$ cat src/rtl/axi_read_arbiter_if.sv
// AXI4-Lite read-channel bundle (AR + R) shared by the fetch, load and memory sides.
interface axi_read_arbiter_if #(
  parameter int unsigned ADDR_WIDTH = 32,
  parameter int unsigned DATA_WIDTH = 32
);
  logic [ADDR_WIDTH-1:0] araddr;
  logic [2:0]            arprot;
  logic                  arvalid;
  logic                  arready;
  logic [DATA_WIDTH-1:0] rdata;
  logic [1:0]            rresp;
  logic                  rvalid;
  logic                  rready;

  // Initiator of read transactions.
  modport master (
    output araddr, arprot, arvalid, rready,
    input  arready, rdata, rresp, rvalid
  );

  // Responder to read transactions.
  modport slave (
    input  araddr, arprot, arvalid, rready,
    output arready, rdata, rresp, rvalid
  );
endinterface

$ cat src/rtl/axi_read_arbiter.sv
// Two-to-one round-robin AXI4-Lite read arbiter: instruction fetch (imem) and data loads
// (dmem) share one memory read port, one outstanding transaction at a time.
module axi_read_arbiter #(
  parameter int unsigned ADDR_WIDTH = 32,
  parameter int unsigned DATA_WIDTH = 32
) (
  input  logic               clk,
  input  logic               reset,
  axi_read_arbiter_if.slave  imem_axi,
  axi_read_arbiter_if.slave  dmem_axi,
  axi_read_arbiter_if.master mem_axi
);
  localparam logic [DATA_WIDTH-1:0] ZeroData = '0;

  typedef enum logic [1:0] {StIdle, StAddr, StData} state_e;

  state_e                r_state;
  logic                  r_grant;       // 0: imem, 1: dmem
  logic                  r_last_grant;  // master served by the last completed transaction
  logic [ADDR_WIDTH-1:0] r_araddr;
  logic [2:0]            r_arprot;
  logic                  r_arvalid;

  logic w_req_any;
  logic w_pick_dmem;
  logic w_addr_phase;
  logic w_data_phase;
  logic w_own_imem;
  logic w_own_dmem;
  logic w_mem_rready;

  // Round-robin pick: a lone requester wins; on a tie the master not served last wins.
  always_comb begin
    w_req_any    = imem_axi.arvalid | dmem_axi.arvalid;
    w_pick_dmem  = dmem_axi.arvalid & (~imem_axi.arvalid | ~r_last_grant);
    w_addr_phase = (r_state == StAddr);
    w_data_phase = (r_state == StData);
    w_own_imem   = ~r_grant;
    w_own_dmem   = r_grant;
    w_mem_rready = w_data_phase & (r_grant ? dmem_axi.rready : imem_axi.rready);
  end

  // Arbitration FSM; the AR request toward memory is fully registered.
  always_ff @(posedge clk or posedge reset) begin
    if (reset) begin
      r_state      <= StIdle;
      r_grant      <= 1'b0;
      r_last_grant <= 1'b1;
      r_araddr     <= '0;
      r_arprot     <= '0;
      r_arvalid    <= 1'b0;
    end else begin
      case (r_state)
        StIdle: begin
          if (w_req_any) begin
            r_grant   <= w_pick_dmem;
            r_araddr  <= w_pick_dmem ? dmem_axi.araddr : imem_axi.araddr;
            r_arprot  <= w_pick_dmem ? dmem_axi.arprot : imem_axi.arprot;
            r_arvalid <= 1'b1;
            r_state   <= StAddr;
          end
        end
        StAddr: begin
          if (mem_axi.arready) begin
            r_arvalid <= 1'b0;
            r_state   <= StData;
          end
        end
        StData: begin
          // Re-arbitration waits for the next IDLE cycle, leaving one bubble.
          if (mem_axi.rvalid && w_mem_rready) begin
            r_last_grant <= r_grant;
            r_state      <= StIdle;
          end
        end
        default: r_state <= StIdle;
      endcase
    end
  end

  // Route handshakes and read data to the granted master only; the other sees zeros.
  always_comb begin
    mem_axi.araddr   = r_araddr;
    mem_axi.arprot   = r_arprot;
    mem_axi.arvalid  = r_arvalid;
    mem_axi.rready   = w_mem_rready;

    imem_axi.arready = w_addr_phase & w_own_imem & mem_axi.arready;
    dmem_axi.arready = w_addr_phase & w_own_dmem & mem_axi.arready;

    imem_axi.rvalid  = w_data_phase & w_own_imem & mem_axi.rvalid;
    imem_axi.rdata   = (w_data_phase & w_own_imem) ? mem_axi.rdata : ZeroData;
    imem_axi.rresp   = (w_data_phase & w_own_imem) ? mem_axi.rresp : 2'b00;

    dmem_axi.rvalid  = w_data_phase & w_own_dmem & mem_axi.rvalid;
    dmem_axi.rdata   = (w_data_phase & w_own_dmem) ? mem_axi.rdata : ZeroData;
    dmem_axi.rresp   = (w_data_phase & w_own_dmem) ? mem_axi.rresp : 2'b00;
  end
endmodule

$ cat src/flat_wrapper.sv
// flat-port wrapper written by rule: the top's interface ports become plain ports
module axi_read_arbiter_flat 
#(
  parameter int unsigned ADDR_WIDTH = 32,
  parameter int unsigned DATA_WIDTH = 32
)
  (clk, reset, imem_axi_araddr, imem_axi_arprot, imem_axi_arvalid, imem_axi_rready, imem_axi_arready, imem_axi_rdata, imem_axi_rresp, imem_axi_rvalid, dmem_axi_araddr, dmem_axi_arprot, dmem_axi_arvalid, dmem_axi_rready, dmem_axi_arready, dmem_axi_rdata, dmem_axi_rresp, dmem_axi_rvalid, mem_axi_araddr, mem_axi_arprot, mem_axi_arvalid, mem_axi_rready, mem_axi_arready, mem_axi_rdata, mem_axi_rresp, mem_axi_rvalid);
  axi_read_arbiter_if #(.ADDR_WIDTH(ADDR_WIDTH), .DATA_WIDTH(DATA_WIDTH)) imem_axi_i ();
  axi_read_arbiter_if #(.ADDR_WIDTH(ADDR_WIDTH), .DATA_WIDTH(DATA_WIDTH)) dmem_axi_i ();
  axi_read_arbiter_if #(.ADDR_WIDTH(ADDR_WIDTH), .DATA_WIDTH(DATA_WIDTH)) mem_axi_i ();
  input  logic clk;
  input  logic reset;
  input wire logic [$bits(imem_axi_i.araddr)-1:0] imem_axi_araddr;
  input wire logic [$bits(imem_axi_i.arprot)-1:0] imem_axi_arprot;
  input wire logic [$bits(imem_axi_i.arvalid)-1:0] imem_axi_arvalid;
  input wire logic [$bits(imem_axi_i.rready)-1:0] imem_axi_rready;
  output wire logic [$bits(imem_axi_i.arready)-1:0] imem_axi_arready;
  output wire logic [$bits(imem_axi_i.rdata)-1:0] imem_axi_rdata;
  output wire logic [$bits(imem_axi_i.rresp)-1:0] imem_axi_rresp;
  output wire logic [$bits(imem_axi_i.rvalid)-1:0] imem_axi_rvalid;
  input wire logic [$bits(dmem_axi_i.araddr)-1:0] dmem_axi_araddr;
  input wire logic [$bits(dmem_axi_i.arprot)-1:0] dmem_axi_arprot;
  input wire logic [$bits(dmem_axi_i.arvalid)-1:0] dmem_axi_arvalid;
  input wire logic [$bits(dmem_axi_i.rready)-1:0] dmem_axi_rready;
  output wire logic [$bits(dmem_axi_i.arready)-1:0] dmem_axi_arready;
  output wire logic [$bits(dmem_axi_i.rdata)-1:0] dmem_axi_rdata;
  output wire logic [$bits(dmem_axi_i.rresp)-1:0] dmem_axi_rresp;
  output wire logic [$bits(dmem_axi_i.rvalid)-1:0] dmem_axi_rvalid;
  output wire logic [$bits(mem_axi_i.araddr)-1:0] mem_axi_araddr;
  output wire logic [$bits(mem_axi_i.arprot)-1:0] mem_axi_arprot;
  output wire logic [$bits(mem_axi_i.arvalid)-1:0] mem_axi_arvalid;
  output wire logic [$bits(mem_axi_i.rready)-1:0] mem_axi_rready;
  input wire logic [$bits(mem_axi_i.arready)-1:0] mem_axi_arready;
  input wire logic [$bits(mem_axi_i.rdata)-1:0] mem_axi_rdata;
  input wire logic [$bits(mem_axi_i.rresp)-1:0] mem_axi_rresp;
  input wire logic [$bits(mem_axi_i.rvalid)-1:0] mem_axi_rvalid;
  assign imem_axi_i.araddr = imem_axi_araddr;
  assign imem_axi_i.arprot = imem_axi_arprot;
  assign imem_axi_i.arvalid = imem_axi_arvalid;
  assign imem_axi_i.rready = imem_axi_rready;
  assign imem_axi_arready = imem_axi_i.arready;
  assign imem_axi_rdata = imem_axi_i.rdata;
  assign imem_axi_rresp = imem_axi_i.rresp;
  assign imem_axi_rvalid = imem_axi_i.rvalid;
  assign dmem_axi_i.araddr = dmem_axi_araddr;
  assign dmem_axi_i.arprot = dmem_axi_arprot;
  assign dmem_axi_i.arvalid = dmem_axi_arvalid;
  assign dmem_axi_i.rready = dmem_axi_rready;
  assign dmem_axi_arready = dmem_axi_i.arready;
  assign dmem_axi_rdata = dmem_axi_i.rdata;
  assign dmem_axi_rresp = dmem_axi_i.rresp;
  assign dmem_axi_rvalid = dmem_axi_i.rvalid;
  assign mem_axi_araddr = mem_axi_i.araddr;
  assign mem_axi_arprot = mem_axi_i.arprot;
  assign mem_axi_arvalid = mem_axi_i.arvalid;
  assign mem_axi_rready = mem_axi_i.rready;
  assign mem_axi_i.arready = mem_axi_arready;
  assign mem_axi_i.rdata = mem_axi_rdata;
  assign mem_axi_i.rresp = mem_axi_rresp;
  assign mem_axi_i.rvalid = mem_axi_rvalid;
  axi_read_arbiter #(.ADDR_WIDTH(ADDR_WIDTH), .DATA_WIDTH(DATA_WIDTH)) u_core (.clk(clk), .reset(reset), .imem_axi(imem_axi_i), .dmem_axi(dmem_axi_i), .mem_axi(mem_axi_i));
endmodule
$ cat config.mk
export PLATFORM = sky130hd
export DESIGN_NAME = axi_read_arbiter_flat
export DESIGN_NICKNAME = d
export VERILOG_FILES = /design/src/rtl/axi_read_arbiter_if.sv /design/src/rtl/axi_read_arbiter.sv /design/src/flat_wrapper.sv
export SDC_FILE = /design/constraint.sdc
export NUM_CORES = 1
export LEC_CHECK = 0
export CAP_MARGIN = 20
export CELL_PAD_IN_SITES_DETAIL_PLACEMENT = 0
export CELL_PAD_IN_SITES_GLOBAL_PLACEMENT = 2
export CORE_MARGIN = 2
export CORE_UTILIZATION = 18
export DETAILED_ROUTE_END_ITERATION = 8
export HOLD_SLACK_MARGIN = 0.02
export PLACE_DENSITY = 0.87
export SYNTH_ARGS = -nofsm -noshare
export SYNTH_HDL_FRONTEND = slang
export SYNTH_SLANG_ARGS = --single-unit
$ cat constraint.sdc
create_clock -name clk -period 2 [get_ports clk]
set_clock_uncertainty 0.05 [all_clocks]
set_input_delay 0.3 -clock clk [delete_from_list [all_inputs] [get_ports clk]]
set_output_delay 0.3 -clock clk [all_outputs]
set_load 0.03 [all_outputs]
==> report_table.html <==
<table>
<tr><th>Metric</th><th>Value</th></tr>
<tr><th colspan="2">STA</th></tr>
<tr><td>Number of setup violations in the final report</td><td>0</td></tr>
<tr><td>Peak Freq</td><td>524 MHz</td></tr>
<tr><td>Number of max-slew violations in the final report</td><td>0</td></tr>
<tr><td>Final worst-path setup slack</td><td>92.3 ps</td></tr>
<tr><td>Slew at the pin closest to its max-slew limit</td><td>356 ps</td></tr>
<tr><td>Crit share post-route</td><td>0.954</td></tr>
<tr><td>Final critical delay including setup and external delays</td><td>1910 ps</td></tr>
<tr><td>Relative max-transition margin</td><td>0.762</td></tr>
<tr><td>Unrepaired setup endpoints after global routing</td><td>false</td></tr>
<tr><td>Count of final hold-check violations</td><td>0</td></tr>
<tr><th colspan="2">Setup path</th></tr>
<tr><td>Crit-path max cell delay</td><td>430 ps</td></tr>
<tr><td>Capture instance of the worst register-to-register path</td><td>u_core.mem_axi.araddr[2]</td></tr>
<tr><td>Arrival time of the worst setup path</td><td>approximately 1600 ps</td></tr>
<tr><td>Type of the setup path with the least slack</td><td>reg -&gt; out</td></tr>
<tr><td>Startpoint class of the critical path</td><td>flop</td></tr>
<tr><td>Worst Setup SP</td><td>u_core.r_state[0]</td></tr>
<tr><td>Kind of end point of the critical path</td><td>output pin</td></tr>
<tr><td>Setup slack of the most critical reg-to-reg path</td><td>410 ps</td></tr>
<tr><td>Ordered cell list for the critical path</td><td>nand2b_4 &gt; nor2_2 &gt; buf_12 &gt; and2_1 &gt; buf_4</td></tr>
<tr><td>Bufs and invs on worst path</td><td>2</td></tr>
<tr><td>Largest driver fanout on the critical path</td><td>35</td></tr>
<tr><td>Cells on worst reg2reg path</td><td>4</td></tr>
<tr><td>Max stage delay cell, worst path</td><td>dfrtp_1</td></tr>
<tr><td>CP top delay family</td><td>simple AND/OR/NAND/NOR gates</td></tr>
<tr><td>Reg-to-Reg Start</td><td>u_core.r_last_grant</td></tr>
<tr><td>Required @ worst endpoint</td><td>1650 ps</td></tr>
<tr><th colspan="2">Route</th></tr>
<tr><td>Drt pass-1 iters</td><td>5</td></tr>
<tr><td>Detailed Route Iter0 Violations</td><td>64</td></tr>
<tr><td>Sum of routed wire length over all layers</td><td>9020 um</td></tr>
<tr><td>Post-detailed-route count of antenna-violating nets</td><td>0</td></tr>
<tr><td># DRC</td><td>2</td></tr>
<tr><td>Via-to-Cell Ratio</td><td>between 3 and 4</td></tr>
<tr><td>Total vias in the final route</td><td>2489</td></tr>
<tr><td>Average wire per standard cell</td><td>14.5 um</td></tr>
<tr><th colspan="2">Finish</th></tr>
<tr><td>Area growth from synthesis to final layout</td><td>92.5%</td></tr>
<tr><td>Antenna Diode Count</td><td>0</td></tr>
<tr><td>Cell area after layout</td><td>roughly 5200 sq um</td></tr>
<tr><td>Util after Layout</td><td>0.356</td></tr>
<tr><td>Fraction of layout cells with a size suffix above 1</td><td>0.382</td></tr>
<tr><td>Number of nets in the finished design</td><td>roughly 550</td></tr>
<tr><th colspan="2">Yosys</th></tr>
<tr><td>Synth Cell Area</td><td>roughly 2700 sq um</td></tr>
<tr><td>Synth area leader</td><td>dfrtp_1</td></tr>
<tr><td>Synth Flop Type</td><td>dfrtp_1</td></tr>
<tr><td>Cell types with the largest area share after synthesis</td><td>dfrtp_1 36%, mux2_4 32%, and2_1 16%</td></tr>
<tr><td>Commonest cells post-synth</td><td>70 x and2_1, 58 x mux2_4, 39 x dfrtp_1</td></tr>
<tr><td>Avg Synthesized Cell Area</td><td>12.4 sq um</td></tr>
<tr><td>Number of synthesized register bits</td><td>40</td></tr>
<tr><td>Number of library cell types mapped by synthesis</td><td>25</td></tr>
<tr><td>Post-Syn Instances</td><td>~220</td></tr>
<tr><td>Share of synthesized area occupied by flip-flops and latches</td><td>0.370</td></tr>
<tr><td>Async S/R FF share, synth</td><td>1.00</td></tr>
<tr><td>Number of flops mapped to enable cells by yosys</td><td>0</td></tr>
<tr><td>Yosys warning count</td><td>0</td></tr>
<tr><td>Syn_nets</td><td>330</td></tr>
<tr><td>Library cell with the highest instance count after synthesis</td><td>and2_1</td></tr>
<tr><td>Top cell type's share of synthesized area</td><td>0.360</td></tr>
<tr><th colspan="2">Power</th></tr>
<tr><td>Power Internal</td><td>between 3000 and 4000 uW</td></tr>
<tr><td>Worst supply voltage drop on vdd</td><td>between 0.4 and 0.5 mV</td></tr>
<tr><td>Clock network fraction of total power</td><td>0.137</td></tr>
<tr><td>Power density cells</td><td>1250 nW/um^2</td></tr>
<tr><td>Switch share</td><td>0.400</td></tr>
<tr><td>Total leakage power</td><td>0.00238 uW</td></tr>
<tr><td>Sequential share of power</td><td>0.228</td></tr>
<tr><td>Proportion of power drawn by combinational gates</td><td>0.635</td></tr>
<tr><td>Psw</td><td>2620 uW</td></tr>
<tr><th colspan="2">Placed design</th></tr>
<tr><td>Setup WS pre-CTS</td><td>-41.0 ps</td></tr>
<tr><td>Number of buffers added on ports</td><td>220</td></tr>
<tr><td>Placed wire-length estimate after detailed placement</td><td>6960 um</td></tr>
<tr><td>Post-DP Area</td><td>5040 sq um</td></tr>
<tr><td>Final weighted congestion in routability-driven placement</td><td>0.710</td></tr>
<tr><th colspan="2">Global routing</th></tr>
<tr><td>Number of global-route vias before repair</td><td>2772</td></tr>
<tr><td>Largest net degree at the start of global routing</td><td>41</td></tr>
<tr><td>Wire length of the first global-routing pass</td><td>between 10000 and 15000 um</td></tr>
<tr><td>Total routing usage reported by global routing</td><td>0.109</td></tr>
<tr><td>Gr ovfl total</td><td>0</td></tr>
<tr><td>Number of antenna violations at the first check in global routing</td><td>0</td></tr>
<tr><th colspan="2">Clocking</th></tr>
<tr><td>CTS tree</td><td>done</td></tr>
<tr><td>Worst-case clock buffer depth</td><td>2</td></tr>
<tr><td>Cts bufs inserted</td><td>5</td></tr>
<tr><td>Clock sink count</td><td>40</td></tr>
<tr><td>Count of hold buffers inserted by post-cts repair</td><td>0</td></tr>
<tr><td>Post-CTS setup-driven buffer insertion count</td><td>0</td></tr>
<tr><td>Number of instances resized during post-cts repair</td><td>3</td></tr>
<tr><td>Worst-Skew Late Latency</td><td>between 200 and 300 ps</td></tr>
<tr><td>H-Tree Depth</td><td>2</td></tr>
<tr><td>Register clock-pin slew on the reported worst setup and hold paths</td><td>60 ps</td></tr>
<tr><td>CTS Root Buffer Type</td><td>clkbuf_16</td></tr>
<tr><th colspan="2">Die</th></tr>
<tr><td>Core Rows</td><td>44</td></tr>
<tr><td>Vert. Die Dim</td><td>roughly 130 um</td></tr>
<tr><td>Die ar.</td><td>between 15000 and 20000 sq um</td></tr>
<tr><td>Effective utilization at floorplan</td><td>0.185</td></tr>
<tr><td>Placeable core region</td><td>14600 sq um</td></tr>
<tr><td># IOs</td><td>221</td></tr>
<tr><td>Die outline width</td><td>roughly 130 um</td></tr>
<tr><th colspan="2">Run status</th></tr>
<tr><td>Violated checks</td><td>DRC</td></tr>
<tr><td>Outcome</td><td>finished, violations left</td></tr>
<tr><th colspan="2">Run</th></tr>
<tr><td>Number of max-cap violations</td><td>0</td></tr>
<tr><th colspan="2">Hold path</th></tr>
<tr><td>Tightest Hold Check Type</td><td>in -&gt; async</td></tr>
</table>
area by class of cell:
type	count	area, sq um
fillers	1435	9430
repair buffers	228	2200
multi-input cells	161	1600
flip-flops and latches	40	1000
well taps	184	230
clock buffers	6	129
clock inverters	2	35.0
inverters	3	11.3
cell usage in the layout (no fill, tap or decap), drive strengths merged:
master	count
clkdlybuf4s50	147
buf	81
mux2	71
and2	70
dfrtp	39
clkbuf	6
nor2	6
inv	3
o21ai	2
nor3	2
a21boi	1
nand2b	1
mux2i	1
nand3b	1
a21o	1
nor2b	1
nand2	1
a41oi	1
a21oi	1
or2	1
clkinv	1
bufinv	1
dfstp	1
state kept, by name, indices dropped and copies added, names as in the netlist:
signal and flops:
u_core.mem_axi.araddr 32, u_core.mem_axi.arprot 3, u_core.mem_axi.arvalid 1, u_core.r_grant 1
u_core.r_last_grant 1, u_core.r_state 2
worst max path at each step:
stage | end | cells past startpoint
6_report | imem_axi_rdata[25] | 5
5_1_grt | dmem_axi_rdata[19] | 5
4_1_cts | imem_axi_rdata[25] | 5
3_5_place_dp | u_core.mem_axi.araddr[2] | 5
3_3_place_gp | u_core.mem_axi.araddr[6] | 5
2_1_floorplan | dmem_axi_rdata[10] | 4
per-layer routing:
metal | GRT usage | wire length, um | vias to the layer above
li1 | - | - | 1175
met1 | 0.130 | 3750 | 1145
met2 | 0.193 | 4280 | 164
met3 | 0.0350 | 902 | 5
met4 | 0.0271 | 91 | 0
met5 | 0 | 0 | -
power groups by stage:
stage	combinational, uW	clock (uW)	sequential (uW)
finish	4150	895	1490
global route	4370	971	1550
CTS	4200	943	1490
detailed placement	4170	0	1500
global placement	4140	0	1480
floorplan	1760	0	2200
metrics by stage:
step	cells	setup TNS, ps	hold WS (ps)	total power [uW]
after floorplan	218	0	435	3960
after global placement	616	-114	420	5620
after detailed placement	616	-180	431	5660
after CTS	624	0	337	6640
after global routing	624	0	370	6890
final	624	0	333	6540
worst min-delay path, cell delays in order:
cell	delay (ps)
clkdlybuf4s50_1	420
inv_2	80
buf_12	230
cells by family (layout without fill, tap and decap cells):
group,count (synthesis),count (layout),synth area share
and+or+nand+nor,83,83,0.187
muxes,72,72,0.379
AOI/OAI and AO/OA,6,6,0.0157
DFF,40,40,0.370
buffers and inverters,17,239,0.0489
Note: power is estimated with default switching activity, not from simulation.
==> RTL edit 1, RTL diff (same flow settings) <==
Reset style: synchronous (`reset`), changed in one clocked block.
--- a/src/rtl/axi_read_arbiter.sv
+++ b/src/rtl/axi_read_arbiter.sv
@@ -41,7 +41,7 @@
   end
 
   // Arbitration FSM; the AR request toward memory is fully registered.
-  always_ff @(posedge clk or posedge reset) begin
+  always_ff @(posedge clk) begin
     if (reset) begin
       r_state      <= StIdle;
       r_grant      <= 1'b0;
Formal check against the unedited RTL: differs if reset is asserted again (counterexample within 4 cycles, from zero or initial values and one cycle with reset high); with reset held inactive, the same outputs for 4 cycles.
==> RTL edit 1 against the unedited design <==
  * Synthesized area fell by 5.8%
  * Register-to-register slack better by 30 ps
  * Design area shrank 4.9%
  * Core utilization grew 0.13 points
  * Count of clock-buffer cells in the layout unchanged
  * Global-route usage is 1.8 points higher
  * Worst setup slack got worse by 5.1 ps
  * Sequential cell count unchanged
  * Routed wire length up 17%
Power is not compared: it rests on default switching activity, and its combinational part moved more than twofold at a synthesized area within 25%.
==> RTL edit 1: results (changes against the unedited design) <==
The tools report the HPWL after detailed placement as 7840 um (+13%). The relative max-transition margin is 70.4% (-5.8 points). The worst hold path terminates at u_core.r_state[0]$_SDFFE_PP0P_. For the number of different library cells in the post-synthesis netlist, the log shows 26 (+4.0%). The register-to-register setup slack was 440 ps (+30 ps). The cell family contributing the most delay on the critical path is buffers and inverters.

The run gives 4930 um^2 (-2.2%) as the placed cell area. The mux cell area share after synthesis came out at 0.833% (-37 points). The clock slew seen by the registers of the worst setup and hold paths is 60 ps (about the same). The synthesized-area fraction occupied by ao, oa, aoi and oai cells is 28.8% (+27 points). The mean instance size in the synthesized netlist was 8.03 um^2 (-35%); the global routing usage summed across all routing layers was 12.7% (+1.8 points). The met1 layer usage reported by global route is 14.4% (+1.4 points). The highest clock rate was 523 MHz (-0.26%). The global-route wire length before repair came out at 15200 um (+8.4%). The async set or reset register ratio after synthesis was 0% (-100 points); the setup slack at placement was 8.17 ps (+49.2 ps).

The data arrival at the endpoint of the critical path was 1560 ps (about the same). For the number of search-and-repair iterations in the first detailed-routing pass, the log shows 4 (-1). The run gives 5.07% (+1.6 points) as the met3 usage.

The flow ran to the end, and the final reports show no timing, DRC or antenna violations. In this run the critical register-to-register path is captured at u_core.r_last_grant$_SDFFE_PP1P_. The flip-flop cell with the highest count after synthesis is dfxtp_1. Number of nets in the layout: 635 (+15%). The standard cell with the maximum stage delay on the critical path is clkdlybuf4s15_1.

The tools report the worst flop-to-flop path startpoint as u_core.r_grant$_SDFFE_PP0P_. The number of DRC markers after the initial detailed-route iteration was 101 (+58%); the worst hold slack was 411 ps (+77.6 ps). In this run the worst setup path terminates at imem_axi_rvalid.

The ratio of routed vias to standard cells is 4.49 (+12%). The maximum fanout count along the critical path is 14 (-60%), and the met2 demand-to-capacity share in global routing is 22.8% (+3.6 points). Average wire per cell in the routed design: 15.0 um (+3.5%).

The synthesized net count came out at 430 (+30%). The run gives 58 (+41%) as the largest net degree at the start of global routing. Share of layout cells above drive strength 1: 25.0% (-13 points).

Ranked by instance count, the synthesized netlist is headed by nand2_1, and3_1, dfxtp_1, a21oi_1, a311oi_2. The run gives 0.740 (+4.1%) as the global placement routability congestion. The sequential-to-total area share from yosys stat is 31.4% (-5.6 points), and the xor and xnor fraction of the mapped netlist area is 0% (unchanged). For the number of global-route vias before repair, the log shows 3007 (+8.5%).

By area the synthesized netlist is led by dfxtp_1, a311oi_2, and3_1. Worst min-delay path startpoint: reset. Filler cell count: 1457 (+1.5%). The run gives 4160 um (+11%) as the sum of routed wire segments on met1. The highest cell delay on the worst timing path works out to 370 ps (-60 ps). The detailed-routed wire length on met3 was 1150 um (+27%). In this run the worst hold path is classified as input port to flip-flop. Number of non-filler instances in the completed layout: 704 (+13%).
RTL edit 1: cell count changes after synthesis, moves of 37 or more:
cell and change:
mux2_4 -58, dfxtp_1 +40, dfrtp_1 -39, nand2_1 +72
and2_1 -67, and3_1 +71, a21oi_1 +37
RTL edit 1: area by class of cell:
type | instances | area (um^2) | share of cell area (%)
repair buffers | 238 | 2190 | 44.2
multi-input cells | 237 | 1560 | 31.5
flip-flops and latches | 40 | 801 | 16.1
well taps | 180 | 225 | 4.54
clock buffers | 6 | 139 | 2.80
clock inverters | 2 | 38.8 | 0.782
inverters | 1 | 3.75 | 0.0756
RTL edit 1: timing repair:
action                                 CTS  global route
cloned                                   0             0
setup endpoints to repair               35            34
endpoints found under the hold margin    0             0
hold buffers                             0             0
gates resized for setup                 39            59
RTL edit 1: power breakdown:
group	internal [W]	total [W]	leakage (nW)	switching, W
clock	0.000626	0.000968	0.0871	0.000343
sequential	0.000899	0.000953	0.332	0.0000542
combinational	0.000600	0.00128	1.82	0.000678
total	0.00212	0.00320	2.24	0.00107
==> RTL edit 2, RTL diff (same flow settings) <==
Made on the original files. `ADDR_WIDTH` is set to 32 in 3 places; all go to 64.
--- a/src/rtl/axi_read_arbiter_if.sv
+++ b/src/rtl/axi_read_arbiter_if.sv
@@ -1,6 +1,6 @@
 // AXI4-Lite read-channel bundle (AR + R) shared by the fetch, load and memory sides.
 interface axi_read_arbiter_if #(
-  parameter int unsigned ADDR_WIDTH = 32,
+  parameter int unsigned ADDR_WIDTH = 64,
   parameter int unsigned DATA_WIDTH = 32
 );
   logic [ADDR_WIDTH-1:0] araddr;
--- a/src/rtl/axi_read_arbiter.sv
+++ b/src/rtl/axi_read_arbiter.sv
@@ -1,7 +1,7 @@
 // Two-to-one round-robin AXI4-Lite read arbiter: instruction fetch (imem) and data loads
 // (dmem) share one memory read port, one outstanding transaction at a time.
 module axi_read_arbiter #(
-  parameter int unsigned ADDR_WIDTH = 32,
+  parameter int unsigned ADDR_WIDTH = 64,
   parameter int unsigned DATA_WIDTH = 32
 ) (
   input  logic               clk,
--- a/src/flat_wrapper.sv
+++ b/src/flat_wrapper.sv
@@ -1,7 +1,7 @@
 // flat-port wrapper written by rule: the top's interface ports become plain ports
 module axi_read_arbiter_flat 
 #(
-  parameter int unsigned ADDR_WIDTH = 32,
+  parameter int unsigned ADDR_WIDTH = 64,
   parameter int unsigned DATA_WIDTH = 32
 )
   (clk, reset, imem_axi_araddr, imem_axi_arprot, imem_axi_arvalid, imem_axi_rready, imem_axi_arready, imem_axi_rdata, imem_axi_rresp, imem_axi_rvalid, dmem_axi_araddr, dmem_axi_arprot, dmem_axi_arvalid, dmem_axi_rready, dmem_axi_arready, dmem_axi_rdata, dmem_axi_rresp, dmem_axi_rvalid, mem_axi_araddr, mem_axi_arprot, mem_axi_arvalid, mem_axi_rready, mem_axi_arready, mem_axi_rdata, mem_axi_rresp, mem_axi_rvalid);
Interface: changed (resized dmem_axi_araddr, imem_axi_araddr and mem_axi_araddr); port bits go from 221 to 317. The function was not compared with the original's and may differ.
==> RTL edit 2 against the unedited design <==
  * Sequential cell count increased by 32
  * Design area rose by 55%
  * Total power grew 62%
  * Sequential power up 74%
  * Final cell count rose by 50%
  * Routed wire length grew 58%
  * Worst setup slack worse by 39 ps
  * Via count up 49%
  * Register-to-register slack worse by 120 ps
  * Synthesized area increased by 50%
  * Highest routed layer unchanged
==> RTL edit 2: results (changes against the unedited design) <==
The logs give 14200 um (+58%) for the routed wire length and 290 ps (-120 ps) for the register-to-register setup slack. The maximum vdd ir drop was 0.000437 V (+5.5%); the fraction of cell area in non-clock buffers was 41.9% (-0.41 points). The logs give 7470 um (+75%) for the routed length on met2 and 21.6% (+2.3 points) for the met2 demand-to-capacity share in global routing. The highest clock rate was 514 MHz (-2.0%). The tools report the filler cell count as 2243 (+56%). In this run the critical register-to-register path is captured at u_core.mem_axi.araddr[58]$_DFFE_PP0P_. Number of nets in the layout: 823 (+49%). The tools report the sequential cell area in the final layout as 1810 um^2 (+80%). Static power due to leakage: 3.38 nW (+42%). The logs give 1500 um (+66%) for the detailed-routed wire length on met3 and 63 (-1.6%) for the number of DRC markers after the initial detailed-route iteration.

Following the worst setup path forward leads to its endpoint at imem_axi_rdata[6]. The setup slack at placement is -140 ps (-98.6 ps). The placed cell area is 7600 um^2 (+51%).

Highest cell delay on the worst timing path: 380 ps (-50 ps). Multi-input combinational area share: 27.2% (-3.6 points). The clock tree cell share of total cell area was 3.97% (+0.83 points). The commonest cells after synthesis are mux2_2, dfrtp_1, and2_1, mux2_4, buf_2.

The ratio of routed vias to standard cells is 3.96 (-0.68%), and the detailed-route via count is 3712 (+49%). By area the synthesized netlist is led by dfrtp_1, mux2_2, and2_1. The tools report the number of gates resized after cts as 10 (+7). The tools report the synthesized net count as 496 (+50%). The run gives 5130 um (+37%) as the sum of routed wire segments on met1. The global placement routability congestion was 0.783 (+10%); the global-route wire length before repair was 20900 um (+49%). The tools report the met3 usage as 4.09% (+0.59 points).

The number of clock buffers in the layout was 9 (+3). The mean instance size in the synthesized netlist is 12.7 um^2 (+2.4%). The largest net degree at the start of global routing is 73 (+78%). The run finished with clean final reports. The number of port buffers was 316 (+44%). The data arrival at the endpoint of the critical path is 1600 ps (+40 ps), and the maximum fanout count along the critical path is 17 (-51%).

The synthesized-area fraction occupied by ao, oa, aoi and oai cells was 1.04% (-0.53 points); the number of non-clock buffers in the layout was 336 (+47%). The HPWL after detailed placement came out at 11100 um (+59%). The clock insertion delay at the later pin of the skew report is 330 ps (+50 ps), and the slew at the pin with the worst max-slew slack is 411 ps (+54.8 ps).

The logs give 44.2% (+7.3 points) for the sequential-to-total area share from yosys stat and 24 (-4.0%) for the number of different library cells in the post-synthesis netlist. The H-tree level count is 3 (+1). The post-synthesis to final-layout area growth came out at 97.8%.
[RTL edit 2: power by group]
group | switching, W | internal (W)
registers | 0.000387 | 0.00221
clock network | 0.000632 | 0.00109
logic | 0.00319 | 0.00308
total | 0.00420 | 0.00638
[RTL edit 2: worst min path at each step]
| stage | from | to | slack, ps |
|---|---|---|---|
| final | reset | u_core.mem_axi.araddr[46]$_DFFE_PP0P_ | 380 |
| after global routing | reset | u_core.mem_axi.araddr[46]$_DFFE_PP0P_ | 400 |
| after CTS | reset | u_core.mem_axi.araddr[46]$_DFFE_PP0P_ | 400 |
| after detailed placement | u_core.mem_axi.arvalid$_DFFE_PP0P_ | u_core.mem_axi.arvalid$_DFFE_PP0P_ | 420 |
| after global placement | u_core.mem_axi.arvalid$_DFFE_PP0P_ | u_core.mem_axi.arvalid$_DFFE_PP0P_ | 410 |
| after floorplan | reset | u_core.mem_axi.araddr[0]$_DFFE_PP0P_ | 430 |
